File: src/rtl/icache_pkg.sv
// Shared types and field geometry for the direct-mapped instruction cache.
// Slice helpers return bit positions so callers can derive constant localparams.
package icache_pkg;

    localparam int unsigned WORD_SEL_W = 2;
    localparam int unsigned BLK_OFF_W  = 4;
    localparam int unsigned WORD_W     = 32;
    localparam int unsigned BLOCK_W    = 128;
    localparam int unsigned WORDS      = BLOCK_W / WORD_W;

    typedef enum logic [1:0] {
        IDLE,
        FETCH,
        FILL
    } state_t;

    // Lowest bit of the word-select field within a byte address.
    function automatic int unsigned word_lsb();
        return BLK_OFF_W - WORD_SEL_W;
    endfunction

    // Lowest bit of the tag field within a byte address.
    function automatic int unsigned tag_lsb(input int unsigned idx_w);
        return BLK_OFF_W + idx_w;
    endfunction

    function automatic int unsigned tag_width(input int unsigned addr_w, input int unsigned idx_w);
        return addr_w - BLK_OFF_W - idx_w;
    endfunction

endpackage

File: src/rtl/icache_line_array.sv
// Line storage: tag/data arrays with one combinational read port and one synchronous
// write port, plus the valid vector (async reset clear, synchronous flush clear).
module icache_line_array
    import icache_pkg::*;
#(
    parameter int unsigned NUM_LINES = 8,
    parameter int unsigned IDX_W     = 3,
    parameter int unsigned TAG_W     = 25
) (
    input  logic               clock,
    input  logic               reset,
    input  logic               flush,
    input  logic [IDX_W-1:0]   rd_index,
    output logic [TAG_W-1:0]   rd_tag,
    output logic [BLOCK_W-1:0] rd_data,
    output logic               rd_valid,
    input  logic               wr_en,
    input  logic [IDX_W-1:0]   wr_index,
    input  logic [TAG_W-1:0]   wr_tag,
    input  logic [BLOCK_W-1:0] wr_data
);

    logic [BLOCK_W-1:0]   data_mem [NUM_LINES];
    logic [TAG_W-1:0]     tag_mem  [NUM_LINES];
    logic [NUM_LINES-1:0] valid;

    always_ff @(posedge clock) begin
        if (wr_en) begin
            data_mem[wr_index] <= wr_data;
            tag_mem[wr_index]  <= wr_tag;
        end
    end

    // Flush wins over a same-edge write so a pending invalidate can never be lost.
    always_ff @(posedge clock or posedge reset) begin
        if (reset) begin
            valid <= '0;
        end else if (flush) begin
            valid <= '0;
        end else if (wr_en) begin
            valid[wr_index] <= 1'b1;
        end
    end

    assign rd_data  = data_mem[rd_index];
    assign rd_tag   = tag_mem[rd_index];
    assign rd_valid = valid[rd_index];

endmodule

File: src/rtl/icache_direct_mapped.sv
// Direct-mapped instruction cache: zero-latency hits, blocking 16-byte refill on miss,
// OS flush (deferred while a refill is in flight) and saturating hit/miss counters.
module icache_direct_mapped
    import icache_pkg::*;
#(
    parameter int unsigned ADDR_W    = 32,
    parameter int unsigned NUM_LINES = 8,
    parameter int unsigned CNT_W     = 32
) (
    input  logic                  clock,
    input  logic                  reset,
    input  logic                  cpu_read,
    input  logic [ADDR_W-1:0]     cpu_address,
    output logic [WORD_W-1:0]     cpu_instr,
    output logic                  cpu_busywait,
    input  logic                  flush,
    output logic                  mem_read,
    output logic [ADDR_W-5:0]     mem_address,
    input  logic [BLOCK_W-1:0]    mem_readdata,
    input  logic                  mem_busywait,
    output logic [CNT_W-1:0]      hit_count,
    output logic [CNT_W-1:0]      miss_count
);

    localparam int unsigned IDX_W   = $clog2(NUM_LINES);
    localparam int unsigned TAG_LSB = tag_lsb(IDX_W);
    localparam int unsigned TAG_W   = tag_width(ADDR_W, IDX_W);
    localparam int unsigned WSEL_LO = word_lsb();

    state_t state, next_state;

    logic [WORD_SEL_W-1:0] word_sel;
    logic [IDX_W-1:0]      index;
    logic [TAG_W-1:0]      tag;
    logic                  unused_byte_sel;

    logic [TAG_W-1:0]      line_tag;
    logic [BLOCK_W-1:0]    line_data;
    logic                  line_valid;
    logic                  hit;
    logic [WORD_W-1:0]     hit_word;

    logic [IDX_W-1:0]      fill_index;
    logic [TAG_W-1:0]      fill_tag;
    logic                  flush_pending;

    logic                  flush_now;
    logic                  fill_en;
    logic                  latch_miss;
    logic                  hit_inc;
    logic                  miss_inc;

    assign word_sel        = cpu_address[BLK_OFF_W-1:WSEL_LO];
    assign index           = cpu_address[TAG_LSB-1:BLK_OFF_W];
    assign tag             = cpu_address[ADDR_W-1:TAG_LSB];
    assign unused_byte_sel = ^cpu_address[WSEL_LO-1:0];

    icache_line_array #(
        .NUM_LINES (NUM_LINES),
        .IDX_W     (IDX_W),
        .TAG_W     (TAG_W)
    ) u_lines (
        .clock    (clock),
        .reset    (reset),
        .flush    (flush_now),
        .rd_index (index),
        .rd_tag   (line_tag),
        .rd_data  (line_data),
        .rd_valid (line_valid),
        .wr_en    (fill_en),
        .wr_index (fill_index),
        .wr_tag   (fill_tag),
        .wr_data  (mem_readdata)
    );

    assign hit = cpu_read & line_valid & (line_tag == tag);

    always_comb begin
        hit_word = '0;
        for (int unsigned w = 0; w < WORDS; w++) begin
            if (word_sel == WORD_SEL_W'(w)) begin
                hit_word = line_data[w*WORD_W +: WORD_W];
            end
        end
    end

    assign cpu_instr   = hit ? hit_word : '0;
    assign mem_address = {fill_tag, fill_index};

    always_ff @(posedge clock or posedge reset) begin
        if (reset) begin
            state <= IDLE;
        end else begin
            state <= next_state;
        end
    end

    // An external flush or a deferred one turns the IDLE lookup into a count-free stall.
    always_comb begin
        next_state   = state;
        cpu_busywait = 1'b0;
        mem_read     = 1'b0;
        fill_en      = 1'b0;
        latch_miss   = 1'b0;
        hit_inc      = 1'b0;
        miss_inc     = 1'b0;
        flush_now    = 1'b0;
        unique case (state)
            IDLE: begin
                flush_now = flush | flush_pending;
                if (flush_now) begin
                    cpu_busywait = cpu_read;
                end else if (hit) begin
                    hit_inc = 1'b1;
                end else if (cpu_read) begin
                    cpu_busywait = 1'b1;
                    latch_miss   = 1'b1;
                    miss_inc     = 1'b1;
                    next_state   = FETCH;
                end
            end
            FETCH: begin
                mem_read     = 1'b1;
                cpu_busywait = 1'b1;
                if (!mem_busywait) begin
                    next_state = FILL;
                end
            end
            FILL: begin
                cpu_busywait = 1'b1;
                fill_en      = 1'b1;
                next_state   = IDLE;
            end
            default: next_state = IDLE;
        endcase
    end

    always_ff @(posedge clock or posedge reset) begin
        if (reset) begin
            fill_index <= '0;
            fill_tag   <= '0;
        end else if (latch_miss) begin
            fill_index <= index;
            fill_tag   <= tag;
        end
    end

    always_ff @(posedge clock or posedge reset) begin
        if (reset) begin
            flush_pending <= 1'b0;
        end else if (state != IDLE) begin
            if (flush) begin
                flush_pending <= 1'b1;
            end
        end else begin
            flush_pending <= 1'b0;
        end
    end

    always_ff @(posedge clock or posedge reset) begin
        if (reset) begin
            hit_count  <= '0;
            miss_count <= '0;
        end else begin
            if (hit_inc && (hit_count != '1)) begin
                hit_count <= hit_count + 1'b1;
            end
            if (miss_inc && (miss_count != '1)) begin
                miss_count <= miss_count + 1'b1;
            end
        end
    end

endmodule
File: config.mk
export PLATFORM = sky130hd
export DESIGN_NAME = icache_direct_mapped
export DESIGN_NICKNAME = d
export VERILOG_FILES = /design/src/rtl/icache_pkg.sv /design/src/rtl/icache_line_array.sv /design/src/rtl/icache_direct_mapped.sv
export SDC_FILE = /design/constraint.sdc
export NUM_CORES = 1
export LEC_CHECK = 0
export ABC_CLOCK_PERIOD_IN_PS = 16730
export CAP_MARGIN = 20
export CORE_MARGIN = 2
export CORE_UTILIZATION = 35
export CTS_BUF_LIST = sky130_fd_sc_hd__clkbuf_4
export CTS_CLUSTER_SIZE = 10
export DETAILED_ROUTE_END_ITERATION = 12
export GPL_TIMING_DRIVEN = 0
export PLACE_DENSITY_LB_ADDON = 0.2
export SLEW_MARGIN = 20
export SYNTH_ARGS = -nofsm -noshare
export SYNTH_HDL_FRONTEND = slang
export SYNTH_SLANG_ARGS = --single-unit
File: constraint.sdc
create_clock -name clock -period 16.73 [get_ports clock]
set_input_delay 3.346 -clock clock [delete_from_list [all_inputs] [get_ports clock]]
set_output_delay 3.346 -clock clock [all_outputs]
set_load 0.005 [all_outputs]
; ---- Word level (Yosys, flattened, before mapping)
; Memories as Yosys holds them, arrays and structs flattened.
; Index checks and enable logic that the tools add are counted.
[classes]
magnitude_cmp = 3
bitwise_logic = 4
muxes = 32
addsub = 2
eq_ne = 13
n_reduce_logical = 9
[op_table]
columns = op, n
row1 = $mux W32, 5
row2 = $add A32 B1 Y32 const B, 2
row3 = $ne A32 B32 Y1 const B, 2
row4 = $eq A25 B25 Y1, 1
row5 = $mux W1, 17
row6 = $mux W8, 2
row7 = $ne A2 B2 Y1 const B, 5
row8 = $lt A3 B4 Y1 const B, 2
row9 = $mux W2, 4
row10 = $or A8 B8 Y8, 1
row11 = $eq A2 B2 Y1 const B, 3
row12 = $eq A2 B1 Y1 const B, 2
row13 = $logic_not A2 Y1, 2
row14 = $pmux W2 S2, 1
row15 = $reduce_and A4 Y1, 1
row16 = $reduce_bool A2 Y1, 2
row17 = $bmux W1 S3, 1
row18 = $demux W1 S3, 1
row19 = $ge A3 B1 Y1 const B, 1
row20 = $logic_and A1 B1 Y1, 3
row21 = $and A1 B1 Y1, 2
row22 = $pmux W1 S2, 1
row23 = $reduce_or A2 Y1, 1
row24 = $or A1 B1 Y1, 1
[totals]
out_inout_bits = 126
memories = 2
in_bits = 165
ram_bits = 1224
word_cells = 72
regBits = 103
[memory_table]
columns = memory, words, word_bits, read_ports, rd_ports_with_merged_regs, wr, line_no
row1 = u_lines.data_mem, 8, 128, 1, 0, 1, icache_line_array.sv:23  ; logic [BLOCK_W-1:0] data_mem [NUM_LINES];
row2 = u_lines.tag_mem, 8, 25, 1, 0, 1, icache_line_array.sv:24  ; logic [TAG_W-1:0] tag_mem [NUM_LINES];

; ---- Depth between registers and ports, before layout
; Gate-level depths: netlist of the first run.
[logic_depth]
depth_word = 8
depth_mapped = 15
mapped_depth_nobuf = 9

; ---- Hierarchy
; A second synthesis of the first run with hierarchy kept.
[unflattened]
hier_cells = 2365
hier_area_um2 = 51973.6
[modules_own_cells]
columns = module, seq_area_each_um2, area_per_inst_um2, n_inst, cells_each
row1 = icache_line_array, 36955.4, 46299.4, 1, 1814
row2 = icache_direct_mapped, 2377.3, 5674.2, 1, 551

; ---- Worst setup path before layout of the first run
; Ideal clock, no wire load.
[synth_path]
path_type = reg2reg
startpoint = reg state[0]
endpoint = mem u_lines.data_mem[0][0] (enable)
t_arrival_ns = 11.093
n_path_buf = 0
setup_slack_ns = 4.782
path_stages_with_launch = 5
synth_period_minus_slack_ns = 11.948
t_required_ns = 15.875
setup_time_ns = 0.855
path_cell_list = dfrtp_1 inv_1 ha_1 nand2b_1 nor3_1
[synth_between]
elab_chain_len = 4
[synth_lines]
columns = element, line_no
row1 = "start, declared", icache_direct_mapped.sv:30  ; state_t state, next_state;
row2 = "start signal, assigned", icache_direct_mapped.sv:94  ; state <= next_state;
row3 = $eq A2 B2 Y1, icache_direct_mapped.sv:108  ; unique case (state)
row4 = $mux W1, icache_direct_mapped.sv:108
row5 = $mux W1, icache_line_array.sv:28  ; if (wr_en) begin
row6 = $mux W1 (implied by the code), icache_line_array.sv:29  ; data_mem[wr_index] <= wr_data;
row7 = "end, declared", icache_line_array.sv:23
; No other way between the ends.

; ---- Worst setup path in the final report of the first run
[layout_path]
startpoint = in cpu_address[5]
endpoint = out cpu_instr[0]
[layout_between]
elab_chain_len = 6
word_cells_on_any_way = 12
classes_between = 1 x eq/ne / 7 x mux / 2 x bitwise / 2 x memory
[layout_lines]
columns = element, line_no
row1 = "start, declared", icache_direct_mapped.sv:13  ; input logic [ADDR_W-1:0] cpu_address,
row2 = $mem_v2 Z8 W128, -
row3 = $mux W32 (4 in series), icache_direct_mapped.sv:81  ; if (word_sel == WORD_SEL_W'(w)) begin
row4 = $mux W32 (*), icache_direct_mapped.sv:87  ; assign cpu_instr = hit ? hit_word : '0;
row5 = "end, declared", icache_direct_mapped.sv:14  ; output logic [WORD_W-1:0] cpu_instr,
; Mark *: on every way between the ends. The rest lies on a longest branch, timed or not. The select of a mux whose other input is x is not followed.

==> flow_summary.toml, run 1 <==
[logic_synthesis]
synthMostInstantiatedCell = "edfxtp_1"
syn_inst = 2336
yosysUniqueCellTypes = 57
syn_area_per_cell_sq_um = 22.1
yosys-top-cells-count = "edfxtp_1 (1224), mux4_2 (340), dfrtp_1 (103), mux2i_1 (92), nor2_1 (60)"
async_reset_ff_share_pct = 7.76
ys_top_cells_by_area = "edfxtp_1 (71%), mux4_2 (15%), dfrtp_1 (5.0%)"
ys.warnings.count = 0
synth_enable_flop_cells = 1224
yosys.area.top_type = "edfxtp_1"
synth_top_area_share_pct = 71.2
synth_area_sq_mm = 0.0516
synth_nets = 2507
synth_flop_cell = "edfxtp_1"
ys_ff_latch = 1327
ys_seq_area_share_pct = 76.2

[sta]
tightest_slew_ns = 1.09
relSlewSlack_pct = 27.3
fin_ws_ns = 4.16
fmax_ghz = 0.0795
finalHoldViolCount = 0
fin_skew_ns = 0.142
post-route-period-util_pct = 75.1
rsz0062_at_grt = "false"
whs_ns = 0.488
final-setup-viol-count = 0
period_needed_ns = 12.57
finalMaxSlewViolations = 0

[worst_hold_path]
whs_endpoint = "miss_count[31]"
holdCritPathClass = "reg2reg"
min_path_cells = 1
worstHoldStart = "miss_count[31]"

[routing]
drc = 0
wl_per_cell_um = 27.2
vias_per_cell = 5.18
first_pass_iters = 7
drtAntennaViolNets = 0
vias = 27333
wl_mm = 143
drtIter0Drc = 2172

[clocking]
clockBufferDepth = 4
cts_tree = "built"
cts.repair.resized = 0
ctsHoldBuffers = 0
clockRootBuffer = "clkbuf_4"
cts_setup_buffers = 0
clk_latency_ns = 1.27
htreeDepth = 5
cts_buffers = 362
numClockSinks = 1327
path_clk_slew_ns = 0.06

[worst_setup_path]
r2r-start = "u_lines.tag_mem[7][24]"
worstSetupPathType = "in2out"
cp-start-kind = "primary input"
slowest_stage = "clkbuf_1"
arrival_ns = 9.23
crit_required_ns = 13.38
crit_top_cell = "buf_2"
cp-end-kind = "output port"
r2r_setup_slack_ns = 12.81
r2r-end = "fill_tag[20]"
ff2ff_path_depth = 10
cp_max_fo = 11
path_cells = "clkdlybuf4s50_1 -> buf_2 -> buf_2 -> clkbuf_1 -> mux2i_1 -> xor2_1 -> nand2_1 -> nor4_1 -> nand4_1 -> or2_1 -> buf_2 -> buf_2 -> nor2_1 -> clkdlybuf4s50_1"
critPathMaxStageDelay_ns = 0.79

[global_route]
grt-ovfl-total = 0
groute.usage.overall_pct = 19.0
met2_usage_pct = 30.5
grt.busiest_layer = "met2"
grt_pass1_wl_mm = 204
met1_usage_pct = 25.0
grt_pass1_vias = 28918
grtUsageMet3_pct = 4.97
antenna_found_initial = 53
grt_max_degree = 62

[power_and_ir_drop]
pwr-share-clk_pct = 34.9
p_switching_uw = 1990
p_per_area_mw_per_mm2 = 126
sw_frac_of_total_pct = 24.9
seqPwrFrac_pct = 52.5
share_comb_of_total_power_pct = 12.6
p_int_uw = 5990
irDropWorstVdd_mv = 0.0609
leakage_uw = 0.0213

[floorplanning]
fp-row-count = 140
core_sq_mm = 0.146
die_area_sq_mm = 0.151
initial_core_util_pct = 35.3
die_h_um = 388
io_pins = 291
die_w_um = 388

[layout]
syn_to_final_growth_pct = 22.7
drive_gt1_share_pct = 33.5
nets = 3275

[run_status]
status = "completed"

[placement]
post-place-ws_ns = 3.90
gp_congestion = 0.774
port_buffers = 284
dp.final_hpwl_mm = 97.1

[flow_run]
maxCapViolations = 0
==> routing by layer <==
| layer | share of wire (%) | routed length (um) |
|---|---|---|
| met1 | 42 | 59500 |
| met2 | 48 | 69500 |
| met3 | 7.2 | 10400 |
| met4 | 2.6 | 3700 |
| met5 | 0.19 | 276 |
==> placed cells by master, fill, tap and decap left out, drive strengths merged, types with 4 or more instances in the layout <==
master,count
edfxtp,1224
clkbuf,567
mux4,340
clkdlybuf4s50,284
buf,187
dfrtp,103
mux2i,92
clkinv,69
nor2,60
xor2,45
mux2,38
nand2,38
xnor2,26
nand3,25
nand4,19
nor3,19
nor4,19
diode,16
inv,15
and3,12
a22oi,12
a211oi,12
a21oi,11
nor2b,10
a22o,10
o21ai,9
o21a,8
or4b,8
or3,7
nor4b,7
nand2b,6
nand3b,6
ha,6
and4,5
and2,5
and4b,5
bufinv,5
a21bo,4
==> cell families (layout without fill, tap and decap cells) <==
| kind of cell | Yosys count | in the layout | share of synthesized area [%] |
|---|---|---|---|
| flip-flops | 1327 | 1327 | 76.2 |
| AND/OR/NAND/NOR | 263 | 263 | 2.91 |
| XOR/XNOR | 71 | 71 | 1.20 |
| other | 0 | 16 | 0 |
| adder cells (fa/ha/maj) | 6 | 6 | 0.145 |
| buffers and inverters | 123 | 1129 | 1.04 |
| AO/OA/AOI/OAI | 76 | 76 | 1.05 |
| multiplexers | 470 | 470 | 17.4 |
==> area by class of cell <==
| cell class | instances | area [sq um] |
|---|---|---|
| Clock inverter | 79 | 448 |
| Inverter | 12 | 50.0 |
| Multi-Input combinational cell | 886 | 11800 |
| Buffer | 111 | 534 |
| Timing Repair Buffer | 404 | 4780 |
| Tap cell | 1917 | 2400 |
| Fill cell | 12782 | 82800 |
| Antenna cell | 16 | 40.0 |
| Clock buffer | 523 | 3930 |
| Sequential cell | 1327 | 39300 |
==> metrics by stage <==
stage	TNS (ns)	std cells	power, uW	utilization (%)	cell area [sq um]
floorplan	0	2336	4730	-	51600
global placement	-2870.90	4537	5310	38.9	56900
detailed placement	0	4656	5290	40.3	58900
CTS	0	5258	8100	43.3	63300
global route	0	5268	8330	43.3	63300
finish	0	5275	7980	43.3	63300
==> how the worst max path moves through the flow <==
stage,slack [ns],from,to,depth (start not counted)
floorplan,4.78,state[0],u_lines.data_mem[0][0],4
global placement,-9.42,state[0],u_lines.data_mem[0][110],4
detailed placement,3.90,cpu_address[5],cpu_instr[28],11
CTS,3.88,cpu_address[5],cpu_instr[28],11
global route,3.96,cpu_address[5],cpu_instr[3],15
finish,4.16,cpu_address[5],cpu_instr[0],14
==> power groups by stage <==
| stage | clock (uW) | sequential (uW) | combinational (uW) |
|---|---|---|---|
| finish | 2780 | 4190 | 1010 |
| global route | 3050 | 4220 | 1070 |
| CTS | 2880 | 4190 | 1030 |
| detailed placement | 0 | 4260 | 1020 |
| global placement | 0 | 4440 | 876 |
| floorplan | 0 | 4290 | 443 |
==> worst max-delay path, delay by kind of cell <==
family / cells / cell delay, ns
muxes: 1 / 0.31
buffers and inverters: 7 / 3.37
and+or+nand+nor: 5 / 1.98
xor gates and xnor gates: 1 / 0.17
==> state kept, by name, indices dropped and copies added, names as in the netlist <==
name / count
hit_count: 32
flush_pending: 1
fill_tag: 25
state: 2
miss_count: 32
fill_index: 3
u_lines.tag_mem: 200
u_lines.valid: 8
u_lines.data_mem: 1024
(Power assumes the default switching activity.)
==> inputs of run 2 (changes only) <==
--- a/config.mk
+++ b/config.mk
@@ -5,7 +5,7 @@
 export SDC_FILE = /design/constraint.sdc
 export NUM_CORES = 1
 export LEC_CHECK = 0
-export ABC_CLOCK_PERIOD_IN_PS = 16730
+export ABC_CLOCK_PERIOD_IN_PS = 11800
 export CAP_MARGIN = 20
 export CORE_MARGIN = 2
 export CORE_UTILIZATION = 35
==> constraint.sdc (replaced) <==
create_clock -name clock -period 11.8 [get_ports clock]
set_input_delay 2.36 -clock clock [delete_from_list [all_inputs] [get_ports clock]]
set_output_delay 2.36 -clock clock [all_outputs]
set_load 0.005 [all_outputs]
==> flow_summary.toml, run 2 (synthesis gave the netlist of run 1 again) <==
[clocking]
ctsHoldBuffers = 0
htreeDepth = 5
path_clk_slew_ns = 0.06
cts_buffers = 361
clockRootBuffer = "clkbuf_4"
cts.repair.resized = 0
clockBufferDepth = 4
cts_tree = "built"
cts_setup_buffers = 0
numClockSinks = 1327
clk_latency_ns = 1.28

[routing]
vias = 27150
vias_per_cell = 5.19
wl_mm = 144
drc = 0
wl_per_cell_um = 27.5
first_pass_iters = 7
drtAntennaViolNets = 0
drtIter0Drc = 1910

[layout]
drive_gt1_share_pct = 32.8
instances_no_fill = 5234
syn_to_final_growth_pct = 22.2
final_cell_mix = "edfxtp_1 (1224), clkbuf_4 (508), mux4_2 (340)"
layout_commonest_cell = "edfxtp_1"
nets = 3249
largest_register = "u_lines.data_mem"
nFillCells = 12792
final_area_sq_mm = 0.0631
largest_reg_flops = 1024
top_regs = "u_lines.data_mem (1024), u_lines.tag_mem (200)"

[sta]
final-setup-viol-count = 0
finalSetupTns_ns = 0
fin_ws_ns = 0.897
post-route-period-util_pct = 92.4
tightest_slew_ns = 1.09
finalMaxSlewViolations = 0
period_needed_ns = 10.90
rsz0062_at_grt = "false"
finalHoldViolCount = 0
fin_skew_ns = 0.155
fmax_ghz = 0.0917
relSlewSlack_pct = 26.7

[worst_setup_path]
path_cells = "clkdlybuf4s50_1 -> buf_2 -> buf_2 -> clkbuf_1 -> mux2i_1 -> xor2_1 -> nand2_1 -> nor4_1 -> nand4_1 -> or2_1 -> buf_2 -> buf_2 -> buf_1 -> nor2_1 -> clkdlybuf4s50_1"
arrival_ns = 8.54
slowest_stage = "clkbuf_1"
crit_top_cell = "buf_2"
crit_required_ns = 9.44
critPathMaxStageDelay_ns = 0.79
cp_max_fo = 10
worstSetupPathType = "in2out"
r2r_setup_slack_ns = 7.80
cp-start-kind = "primary input"
cp-end-kind = "output port"

[placement]
dp_cells = 4632
gp_congestion = 0.789
post-place-ws_ns = 0.815
dp.final_hpwl_mm = 96.3
dpl_cell_area_sq_mm = 0.0589
port_buffers = 284

[run_status]
status = "completed"

[floorplanning]
die_area_sq_mm = 0.151
die_w_um = 388
core_sq_mm = 0.146
io_pins = 291
fp-row-count = 140
die_h_um = 388
initial_core_util_pct = 35.3

[power_and_ir_drop]
p_per_area_mw_per_mm2 = 177
irDropWorstVdd_mv = 0.0903
leakage_uw = 0.0211

[global_route]
grt_pass1_vias = 28874
grt_pass1_wl_mm = 204
grt-ovfl-total = 0
antenna_found_initial = 44
groute.usage.overall_pct = 19.1
grt_max_degree = 62

[flow_run]
maxCapViolations = 0

[worst_hold_path]
holdCritPathClass = "reg2reg"
run 2: changes by cell type in the layout (fill, tap and decap cells not counted), moves of 2 or more:
cell,change
buf_4,-44
buf_8,+25
clkbuf_4,-15
buf_6,-6
clkinv_2,+5
buf_12,+4
buf_16,-4
clkinv_1,-4
bufinv_16,-3
clkbuf_2,+2
clkinvlp_4,-2
nor3_2,-2
nor3_4,+2
run 2: final timing paths:
path | depth (start not counted) | startpoint | to
worst max-delay path | 15 | cpu_address[5] | cpu_instr[4]
worst min-delay path | 1 | miss_count[31] | miss_count[31]
worst max register to register | 10 | u_lines.tag_mem[7][24] | fill_tag[20]
worst min register to register | 1 | miss_count[31] | miss_count[31]
max in group asynchronous | 3 | reset | fill_index[0]
min in group asynchronous | 2 | reset | hit_count[28]
run 2: routing by layer:
| layer | up-vias | GRT usage (%) | wire (um) |
|---|---|---|---|
| met3 | 304 | 6.58 | 12400 |
| met4 | 38 | 6.96 | 3900 |
| met2 | 1095 | 30.9 | 70000 |
| li1 | 11540 | - | - |
| met1 | 14173 | 23.7 | 57100 |
| met5 | - | 0 | 250 |
run 2: cell type report:
type	instances	area, sq um	area share, %
Antenna cell	17	42.5	0.0674
Buffer	111	537	0.851
Clock buffer	508	3810	6.05
Clock inverter	77	365	0.579
Inverter	12	50.0	0.0793
Multi-Input combinational cell	886	11800	18.7
Sequential cell	1327	39300	62.4
Tap cell	1917	2400	3.80
Timing Repair Buffer	379	4730	7.49
run 2: power breakdown:
| group | switching (uW) | internal (uW) |
|---|---|---|
| clock | 1810 | 2000 |
| combinational | 778 | 647 |
| sequential | 220 | 5720 |
| total | 2800 | 8370 |
run 2: per-stage QoR:
step                      hold WS [ns]  util [%]  power (uW)
after floorplan                  0.459         -        6690
after global placement           0.470      38.9        7480
after detailed placement         0.485      40.3        7500
after CTS                        0.496      43.1       11400
after global routing             0.512      43.2       11700
final                            0.490      43.2       11200
run 2: worst max-delay path: cells and delay by family:
kind	cells	cell delay [ns]
XOR/XNOR	1	0.21
AND/OR/NAND/NOR	5	1.95
multiplexers	1	0.29
buffers and inverters	8	3.72
